## src/rtl/dcache_s2_pkg.sv

```systemverilog
// Shared definitions for the data cache compare/refill stage: widths, FSM encoding
// (common with dcache_s1), load size codes and the store byte-merge helper.
package dcache_s2_pkg;

    localparam int TAG_W  = 21;
    localparam int LINE_W = 256;

    typedef enum logic [1:0] {
        IDLE    = 2'd0,
        CA_READ = 2'd1,
        UC_READ = 2'd2,
        WRITE   = 2'd3
    } s2_state_e;

    localparam logic [1:0] SIZE_BYTE = 2'd0;
    localparam logic [1:0] SIZE_HALF = 2'd1;
    localparam logic [1:0] SIZE_WORD = 2'd2;

    function automatic logic [31:0] merge_bytes(input logic [31:0] old_word,
                                                input logic [31:0] new_word,
                                                input logic [3:0]  strb);
        logic [31:0] merged;
        for (int b = 0; b < 4; b++) begin
            merged[8*b +: 8] = strb[b] ? new_word[8*b +: 8] : old_word[8*b +: 8];
        end
        return merged;
    endfunction

endpackage

```

## src/rtl/dcache_load_align.sv

```systemverilog
// Right-aligns and zero-extends a byte, halfword or word out of a 32-bit bus word.
module dcache_load_align
    import dcache_s2_pkg::*;
(
    input  logic [31:0] word,
    input  logic [1:0]  offset,
    input  logic [1:0]  size,
    output logic [31:0] data
);

    logic [31:0] byte_shifted;
    logic [31:0] half_shifted;

    assign byte_shifted = word >> {offset, 3'b000};
    assign half_shifted = word >> {offset[1], 4'b0000};

    always_comb begin
        data = word;
        case (size)
            SIZE_BYTE: data = {24'b0, byte_shifted[7:0]};
            SIZE_HALF: data = {16'b0, half_shifted[15:0]};
            default:   data = word;
        endcase
    end

endmodule

```

## src/rtl/dcache_s2.sv

```systemverilog
// Data cache stage 2: 2-way hit check, load return, store-hit merge for s1, and
// sequencing of AXI line refills, uncached loads and write-through stores.
module dcache_s2
    import dcache_s2_pkg::*;
(
    input  logic              clk,
    input  logic              rst_n,
    input  logic [31:0]       s2_virtual_addr_i,
    input  logic [31:0]       s2_physical_addr_i,
    input  logic [TAG_W-1:0]  s2_tagv_w0_i,
    input  logic [TAG_W-1:0]  s2_tagv_w1_i,
    input  logic              s2_valid0_i,
    input  logic              s2_valid1_i,
    input  logic [31:0]       s2_data_way0_i,
    input  logic [31:0]       s2_data_way1_i,
    input  logic              s2_cache_rreq_i,
    input  logic              s2_cache_wreq_i,
    input  logic              s2_uc_rreq_i,
    input  logic              s2_uc_wreq_i,
    input  logic [3:0]        s2_bus_wen_i,
    input  logic [31:0]       s2_bus_wdata_i,
    input  logic [1:0]        s2_bus_load_size_i,
    output logic              s2_hit1_o,
    output logic              s2_hit2_o,
    output logic              s2_s2rreq_o,
    output logic              s2_s2wreq_o,
    output logic [1:0]        s2_status_o,
    output logic              s2_hit_wen_o,
    output logic [LINE_W-1:0] s2_hit_rdata_o,
    output logic              s2_stall_o,
    output logic [31:0]       s2_rdata_o,
    output logic              axi_rreq_o,
    output logic [31:0]       axi_raddr_o,
    output logic              axi_rlen_o,
    input  logic              axi_rend_i,
    input  logic [LINE_W-1:0] axi_rline_i,
    output logic              axi_wreq_o,
    output logic [31:0]       axi_waddr_o,
    output logic [31:0]       axi_wdata_o,
    output logic [3:0]        axi_wstrb_o,
    input  logic              axi_wend_i
);

    s2_state_e   state_q, state_d;
    logic        done_q;
    logic [31:0] rdata_q;
    logic        hit0, hit1, hit_any;
    logic        accept, need_bus, load_hit;
    logic [2:0]  bank;
    logic [31:0] hit_word, merged_word, align_in, aligned;
    logic        unused_vaddr;

    assign hit0     = s2_valid0_i & (s2_tagv_w0_i == s2_physical_addr_i[31:11]);
    assign hit1     = s2_valid1_i & (s2_tagv_w1_i == s2_physical_addr_i[31:11]);
    assign hit_any  = hit0 | hit1;
    assign hit_word = hit1 ? s2_data_way1_i : s2_data_way0_i;
    assign bank     = s2_virtual_addr_i[4:2];
    assign unused_vaddr = ^{s2_virtual_addr_i[31:5], s2_virtual_addr_i[1:0]};

    // s1 keeps presenting a finished request for one more cycle; it must not restart.
    assign accept   = (state_q == IDLE) & ~done_q;
    assign need_bus = (s2_cache_rreq_i & ~hit_any) | s2_uc_rreq_i | s2_cache_wreq_i | s2_uc_wreq_i;
    assign load_hit = accept & s2_cache_rreq_i & hit_any;

    always_comb begin
        state_d = state_q;
        case (state_q)
            IDLE: begin
                if (accept) begin
                    if (s2_cache_wreq_i | s2_uc_wreq_i)      state_d = WRITE;
                    else if (s2_uc_rreq_i)                   state_d = UC_READ;
                    else if (s2_cache_rreq_i & ~hit_any)     state_d = CA_READ;
                end
            end
            CA_READ: if (axi_rend_i) state_d = IDLE;
            UC_READ: if (axi_rend_i) state_d = IDLE;
            WRITE:   if (axi_wend_i) state_d = IDLE;
            default: state_d = IDLE;
        endcase
    end

    always_ff @(posedge clk or negedge rst_n) begin
        if (!rst_n) begin
            state_q <= IDLE;
            done_q  <= 1'b0;
        end else begin
            state_q <= state_d;
            done_q  <= (state_q != IDLE) & (state_d == IDLE);
        end
    end

    always_ff @(posedge clk or negedge rst_n) begin
        if (!rst_n) begin
            rdata_q     <= '0;
            axi_rreq_o  <= 1'b0;
            axi_raddr_o <= '0;
            axi_rlen_o  <= 1'b0;
            axi_wreq_o  <= 1'b0;
            axi_waddr_o <= '0;
            axi_wdata_o <= '0;
            axi_wstrb_o <= '0;
        end else begin
            case (state_q)
                IDLE: begin
                    if (state_d == CA_READ) begin
                        axi_rreq_o  <= 1'b1;
                        axi_raddr_o <= {s2_physical_addr_i[31:5], 5'b0};
                        axi_rlen_o  <= 1'b1;
                    end else if (state_d == UC_READ) begin
                        axi_rreq_o  <= 1'b1;
                        axi_raddr_o <= s2_physical_addr_i;
                        axi_rlen_o  <= 1'b0;
                    end else if (state_d == WRITE) begin
                        axi_wreq_o  <= 1'b1;
                        axi_waddr_o <= {s2_physical_addr_i[31:2], 2'b0};
                        axi_wdata_o <= s2_bus_wdata_i;
                        axi_wstrb_o <= s2_bus_wen_i;
                    end
                end
                CA_READ: if (axi_rend_i) begin
                    axi_rreq_o <= 1'b0;
                    rdata_q    <= axi_rline_i[32*bank +: 32];
                end
                UC_READ: if (axi_rend_i) begin
                    axi_rreq_o <= 1'b0;
                    rdata_q    <= axi_rline_i[31:0];
                end
                WRITE: if (axi_wend_i) axi_wreq_o <= 1'b0;
                default: ;
            endcase
        end
    end

    assign align_in    = done_q ? rdata_q : hit_word;
    assign merged_word = merge_bytes(hit_word, s2_bus_wdata_i, s2_bus_wen_i);

    dcache_load_align u_align (
        .word   (align_in),
        .offset (s2_physical_addr_i[1:0]),
        .size   (s2_bus_load_size_i),
        .data   (aligned)
    );

    // Request-driven outputs are forced low while reset is held.
    always_comb begin
        s2_hit_rdata_o = '0;
        if (rst_n) s2_hit_rdata_o[32*bank +: 32] = merged_word;
    end

    assign s2_hit1_o    = rst_n & hit0;
    assign s2_hit2_o    = rst_n & hit1;
    assign s2_s2rreq_o  = rst_n & s2_cache_rreq_i;
    assign s2_s2wreq_o  = rst_n & s2_cache_wreq_i;
    assign s2_status_o  = state_q;
    assign s2_hit_wen_o = rst_n & accept & s2_cache_wreq_i & hit_any;
    assign s2_stall_o   = rst_n & ((state_q != IDLE) | (accept & need_bus));
    assign s2_rdata_o   = (rst_n & (done_q | load_hit)) ? aligned : 32'h0;

    always_ff @(posedge clk) begin
        if (rst_n) assert (!(hit0 && hit1));
    end

endmodule

```

## config.mk

```make
export PLATFORM = sky130hd
export DESIGN_NAME = dcache_s2
export DESIGN_NICKNAME = d
export VERILOG_FILES = /design/src/rtl/dcache_s2_pkg.sv /design/src/rtl/dcache_load_align.sv /design/src/rtl/dcache_s2.sv
export SDC_FILE = /design/constraint.sdc
export NUM_CORES = 1
export LEC_CHECK = 0
export ABC_CLOCK_PERIOD_IN_PS = 3900
export BUFFER_PORTS_ARGS = -buffer_cell sky130_fd_sc_hd__buf_2
export CAP_MARGIN = 5
export CORE_AREA = 3 3 338 340
export DETAILED_ROUTE_END_ITERATION = 16
export DIE_AREA = 0 0 341 343
export GPL_ROUTABILITY_DRIVEN = 0
export GPL_TIMING_DRIVEN = 0
export HOLD_SLACK_MARGIN = 0.06
export PLACE_DENSITY = 0.4
export RECOVER_POWER = 25
export SYNTH_ARGS = -nofsm -noshare
export SYNTH_HDL_FRONTEND = slang
export SYNTH_SLANG_ARGS = --single-unit
export TNS_END_PERCENT = 5
```

## constraint.sdc

```tcl
create_clock -name clk -period 3.9 [get_ports clk]
set_input_delay 0.78 -clock clk [delete_from_list [all_inputs] [get_ports clk]]
set_output_delay 0.78 -clock clk [all_outputs]
set_load 0.03 [all_outputs]
```

Word level (Yosys, flattened, before mapping)

Index checks and enable logic that the tools add are counted.

Logic and storage cells: 108
Flip-flop bits (word level): 136
Output and inout bits: 399
Bits of input ports: 474

Multiplexer cells: 32
Shifts and indexed selects: 5
Bitwise logic cells: 29
Add/sub/neg operators: 1
Reductions and logical operators: 14
Equal/unequal tests: 17

Operator list:

| cell                                                                      | number |
|---|---|
| 256-bit bitwise AND                                                       | 1 |
| 256-bit 2-to-1 mux                                                        | 1 |
| 32-bit by 34-bit variable shift with 256-bit output, first input constant | 1 |
| 256-bit by 9-bit indexed part select with 32-bit output                   | 1 |
| 32-bit by 34-bit indexed part select with 256-bit output                  | 1 |
| 32-bit 2-to-1 mux                                                         | 7 |
| 32-bit case mux with 2 select lines                                       | 2 |
| 21-bit equality test                                                      | 2 |
| 8-bit negation with 34-bit output                                         | 1 |
| 8-bit 2-to-1 mux                                                          | 4 |
| 32-bit by 5-bit >> shifter with 16-bit output                             | 1 |
| 32-bit by 5-bit >> shifter with 8-bit output                              | 1 |
| 1-bit bitwise AND                                                         | 17 |
| 2-bit 2-to-1 mux                                                          | 6 |
| 2-bit inequality test, second input constant                              | 5 |
| 2-bit nonzero test                                                        | 5 |
| 1-bit 2-to-1 mux                                                          | 9 |
| 2-bit equality test, second input constant                                | 4 |
| 1-bit bitwise OR                                                          | 7 |
| 2-bit by 1-bit equality test with 1-bit output, second input constant     | 3 |
| 2-bit zero test                                                           | 3 |
| 2-bit case mux with 3 select lines                                        | 1 |
| 3-bit AND reduction                                                       | 2 |
| 5-bit AND reduction                                                       | 1 |
| 7 further kinds                                                           | 12 |

Longest topological paths before layout

Depth after elaboration: 15
Gate-level depth with buffers: 15
Gate-level depth less buffers: 15

Modules after synthesis

A second synthesis with hierarchy kept.

Cells, all modules: 1331
Area total of the unflattened synthesis: 12106.6 um2

By module, submodules not included:

| module            | cells each | instances | area an instance (um2) |
|---|---|---|---|
| dcache_s2         | 1260       | 1         | 11604.9 |
| dcache_load_align | 71         | 1         | 501.7 |

Worst setup path before layout

Ideal clock, no wire load.

Path kind: input to output
Start: input port s2_physical_addr_i[16]
End: output port s2_rdata_o[1]
Arrival: 3122 ps
Cell stages on the path: 9
Data required time: 3120 ps
Setup slack: -2 ps
Cell sequence: xnor2_1 > nand4_1 > nor4_4 > nand2_4 > buf_6 > mux2i_1 > a21o_1 > nor2b_1 > nor4_1

Longest elaborated chain between the ends: 7
Elaborated cells on any way between the ends: 14

Ends and longest elaborated chain:

| element                                                                     | line                                      | text |
|---|---|---|
| start: declaration                                                          | dcache_s2.sv:9                            | `input logic [31:0] s2_physical_addr_i,` |
| 21-bit equality test (on tied branches)                                     | dcache_s2.sv:54, dcache_s2.sv:53          |  |
| 1-bit bitwise AND (on tied branches)                                        | dcache_s2.sv:54, dcache_s2.sv:53          |  |
| 32-bit 2-to-1 mux or 1-bit bitwise OR (tied branches)                       | dcache_s2.sv:56, dcache_s2.sv:55          |  |
| 32-bit 2-to-1 mux or 1-bit bitwise AND (tied branches)                      | dcache_s2.sv:134, dcache_s2.sv:63         |  |
| 32-bit by 5-bit >> shifter with 16-bit output, or another cell as far along | dcache_load_align.sv:15                   | `assign half_shifted = word >> {offset[1], 4'b0000};` |
| 32-bit case mux with 2 select lines or 1-bit bitwise AND (tied branches)    | dcache_load_align.sv:19, dcache_s2.sv:157 |  |
| 32-bit 2-to-1 mux (*)                                                       | dcache_s2.sv:157                          | `assign s2_rdata_o = (rst_n & (done_q \| load_hit)) ? aligned : 32'h0;` |
| end: declaration                                                            | dcache_s2.sv:31                           | `output logic [31:0] s2_rdata_o,` |

Mark *: on every way between the ends. The rest lies on a longest branch, timed or not.

Final worst setup path

Start: input port s2_physical_addr_i[13]
End: output port s2_rdata_o[5]

Same word-level chain as after synthesis.

==> results summary <==
The maximum achievable frequency is 235 MHz. The first-pass GRT wire length is 116 mm. The switching power total is 4.98 mW.

The post-synthesis area per instance is 8.67 um^2. The sequential fraction of the synthesis area came out at 31.6%. The clock-pin slew of the registers on the worst-case setup and hold paths came out at 0.07 ns. The worst setup path is of the in -> out kind.

Entering global routing, the biggest net connects 80 pins. During synthesis, Yosys emitted a total of 0 warnings. The cts-stage hold buffer count is 0. The clock tree buffer depth is 2. Setup repair after global routing could not meet its margin everywhere. Timing analysis after detailed placement gives a worst setup slack of -2.39 ns. The final net count came out at 2,645. Row generation in the floorplan step produced 123 rows.

The core area came out at 0.112 mm^2. Sorting the synthesized cells by area gives the leading types as sky130_fd_sc_hd__dfrtp_1 32%, sky130_fd_sc_hd__mux4_2 13%, sky130_fd_sc_hd__nor2_1 11%. The capturing element type of the critical path is an output pin. The flow ran to the end, but the final reports show violations.

The startpoint class of the critical path is a primary input. The number of enable-type register cells in the synthesized netlist is 0. The ratio of total power to cell area came out at 492 mW/mm^2. After detailed routing, the number of vias per cell comes to 3.70. The count of clock tree sinks is 136.

In the layout the commonest cells are 639 x sky130_fd_sc_hd__buf_2, 291 x sky130_fd_sc_hd__nor2_1, 203 x sky130_fd_sc_hd__buf_4, 136 x sky130_fd_sc_hd__dfrtp_1, 132 x sky130_fd_sc_hd__nand2_1. The flip-flop and latch count after synthesis came out at 136. TritonCTS built the clock tree. In this run, the number of DRC markers left after iteration 0 of detailed routing was 633. The die is 343 um tall. The total power draw came out at 9.96 mW. The number of global-route vias before repair came out at 13,800.

The routed wire length is 88.3 mm. The fraction of final layout cells sized beyond drive strength 1 is 59.1%. The final hold violation count is 0.

Summed over its instances, the top area cell type makes up 31.6% of the synthesized netlist area. The total count of max-transition violations in the final report came out at 0. The fraction of power spent switching nets is 50.0%. The sequential cell fraction of total power is 25.0%. Combinational logic burns 58.0% of the power. The checks that failed: setup timing. The starting utilization of the core area is 9.63%. Dividing the detail-routed wire length by the instance count gives 24.0 um. The relative max-transition margin is 22.1%. Global routing used 14.5% of the available tracks across all layers.

Hold timing on the final database bottoms out at a slack of 0.171 ns. The cell area after layout came out at 0.0202 mm^2. The count of filler cells inserted in the layout came out at 12,700.

Of all nets on the critical path, the largest fanout is 6. Before antenna repair, the detailed router went through 5 iterations. In this run the worst hold path is classified as in -> async.

The number of nets still failing antenna checks after routing came out at 0. Setup violations remaining at the end of the flow were counted as 271. For the final database, setup skew stands at 0.0240 ns. The count of mapped cells out of synthesis is 1,243. The die boundary width is 341 um. The critical path data arrival time came out at 3.47 ns. The clock network fraction of total power came out at 17.0%. Summed over all instances, the cell type with the most area after synthesis is sky130_fd_sc_hd__dfrtp_1. The port buffer count is 838. The number of design rule violations left after detail routing came out at 0. The leading register cell type out of synthesis is sky130_fd_sc_hd__dfrtp_1. The remaining global-route overflow is 0. The post-synthesis async set-or-reset flop share is 100%. The number of levels the H-tree was split into is 4. The floorplan step defined a die boundary enclosing 0.117 mm^2.

873 I/O pins were placed. The fraction of the cycle the final worst path needs came out at 109%. The cell area after placement came out at 0.0169 mm^2. The count of max-cap constraint violations is 0.

The area growth from synthesis to layout is 88.0%. The placed wire-length estimate is 75.9 mm. The leakage power total is 9.46 nW. The time the worst path needs with I/O delays and setup is 4.25 ns. The slew of the pin with the lowest slew margin is 1.17 ns. The internal portion of total power came out at 4.97 mW. Clock tree synthesis inserted a total of 17 buffers. The library cell used most frequently in the layout, excluding fill and tap cells, is sky130_fd_sc_hd__buf_2. The initial antenna violation count came out at 11. Summing every instance area after synthesis gives 0.0108 mm^2.

The number of cells in the design after placement is 3,586. The core utilization of the finished layout is 18.1%. The final worst setup slack is -0.353 ns. The clock tree root buffer cell is sky130_fd_sc_hd__clkbuf_16. The peak ir drop on the vdd network came out at 0.000342 V.

For the worst-skew pair, the clock arrives at the later sink with an insertion delay of 0.50 ns. The total negative slack came out at -41.34 ns. After synthesis, the netlist uses 55 different library cells. Leaving out filler cells and counting taps, the final layout contains 3,672. At the worst endpoint, the required time is 3.12 ns.

Across all layers, the routed design uses 13,600 vias.
==> flip-flops by register name, indices dropped and copies added, names as in the netlist <==
signal	cells
axi_raddr_o	32
rdata_q	32
axi_wdata_o	32
done_q	1
axi_wstrb_o	4
axi_rlen_o	1
axi_waddr_o	30
s2_status_o	2
axi_wreq_o	1
axi_rreq_o	1
==> what timing repair did <==
item                       4_1_cts  5_1_grt
pin swaps                       81       25
gates resized for setup        456      125
cloned                           3        0
buffers inserted                48        1
setup endpoints to repair      390      384
==> cell type report <==
type / instances / area, um^2 / area share, %
Multi-Input combinational cell: 1002 / 8070 / 39.9
Timing Repair Buffer: 894 / 5720 / 28.2
Sequential cell: 136 / 3400 / 16.8
Tap cell: 1500 / 1880 / 9.27
Buffer: 92 / 536 / 2.64
Clock buffer: 17 / 425 / 2.10
Clock inverter: 15 / 153 / 0.754
Inverter: 14 / 65.1 / 0.321
Antenna cell: 2 / 5.00 / 0.0247
==> final timing paths <==
check	cells after the start	to	from	slack, ns
setup / recovery	13	s2_rdata_o[5]	s2_physical_addr_i[13]	-0.35
min in group clk	2	axi_raddr_o[4]$_DFFE_PN0P_	axi_raddr_o[4]$_DFFE_PN0P_	0.48
hold / removal	1	axi_wdata_o[19]$_DFFE_PN0P_	rst_n	0.17
setup reg to reg	11	axi_waddr_o[28]$_DFFE_PN0P_	s2_status_o[0]$_DFF_PN0_	0.36
hold reg to reg	2	axi_raddr_o[4]$_DFFE_PN0P_	axi_raddr_o[4]$_DFFE_PN0P_	0.48
max in group asynchronous	2	axi_waddr_o[24]$_DFFE_PN0P_	rst_n	2.95
==> power groups by stage <==
stage               registers, mW  logic [mW]  clock network [mW]
floorplan                    3.44        2.21                   0
detailed placement           2.53        5.55                   0
CTS                          2.50        5.88                1.80
global placement             2.51        5.52                   0
global route                 2.58        6.27                1.84
finish                       2.49        5.77                1.69
==> Yosys cell counts (7+ instances only) <==
library cell and instances:
sky130_fd_sc_hd__nor2_1 317, sky130_fd_sc_hd__nand2_1 144, sky130_fd_sc_hd__dfrtp_1 136, sky130_fd_sc_hd__a21oi_1 97, sky130_fd_sc_hd__mux2_2 97, sky130_fd_sc_hd__clkbuf_1 64
sky130_fd_sc_hd__mux4_2 64, sky130_fd_sc_hd__o21ai_0 58, sky130_fd_sc_hd__xnor2_1 34, sky130_fd_sc_hd__mux2i_1 32, sky130_fd_sc_hd__buf_1 14, sky130_fd_sc_hd__ha_1 14
sky130_fd_sc_hd__nand2b_1 14, sky130_fd_sc_hd__and2_1 11, sky130_fd_sc_hd__inv_1 10, sky130_fd_sc_hd__nand4_1 10, sky130_fd_sc_hd__buf_2 9, sky130_fd_sc_hd__nor2b_1 8
sky130_fd_sc_hd__xor2_1 8, sky130_fd_sc_hd__a21o_1 7
==> kinds of logic after synthesis <==
group,count (synthesis),synth area share [%]
simple gates,539,20.8
compound gates,207,11.0
mux,198,27.5
flops,136,31.6
buf+inv,106,4.08
xor+xnor,42,3.41
fa+ha+maj,14,1.63
other cells,1,0.0348
==> worst max-delay path, stage by stage <==
cell and delay (ns):
sky130_fd_sc_hd__buf_2 0.18, sky130_fd_sc_hd__xnor2_2 0.23, sky130_fd_sc_hd__nand4_1 0.18, sky130_fd_sc_hd__nor4_4 0.29
sky130_fd_sc_hd__buf_4 0.18, sky130_fd_sc_hd__nand2_8 0.09, sky130_fd_sc_hd__buf_12 0.16, sky130_fd_sc_hd__buf_16 0.16
sky130_fd_sc_hd__mux2_4 0.36, sky130_fd_sc_hd__mux2i_2 0.12, sky130_fd_sc_hd__a22oi_1 0.16, sky130_fd_sc_hd__nor3b_4 0.30
sky130_fd_sc_hd__buf_6 0.19
==> layer usage <==
metal,global-route usage [%],wire (um),vias to the layer above
met1,20.0,41000,6750
met5,0,17,-
met2,23.5,40900,619
met3,2.69,5000,61
li1,-,-,6163
met4,2.99,1380,2
Note: power is estimated with default switching activity, not from simulation.
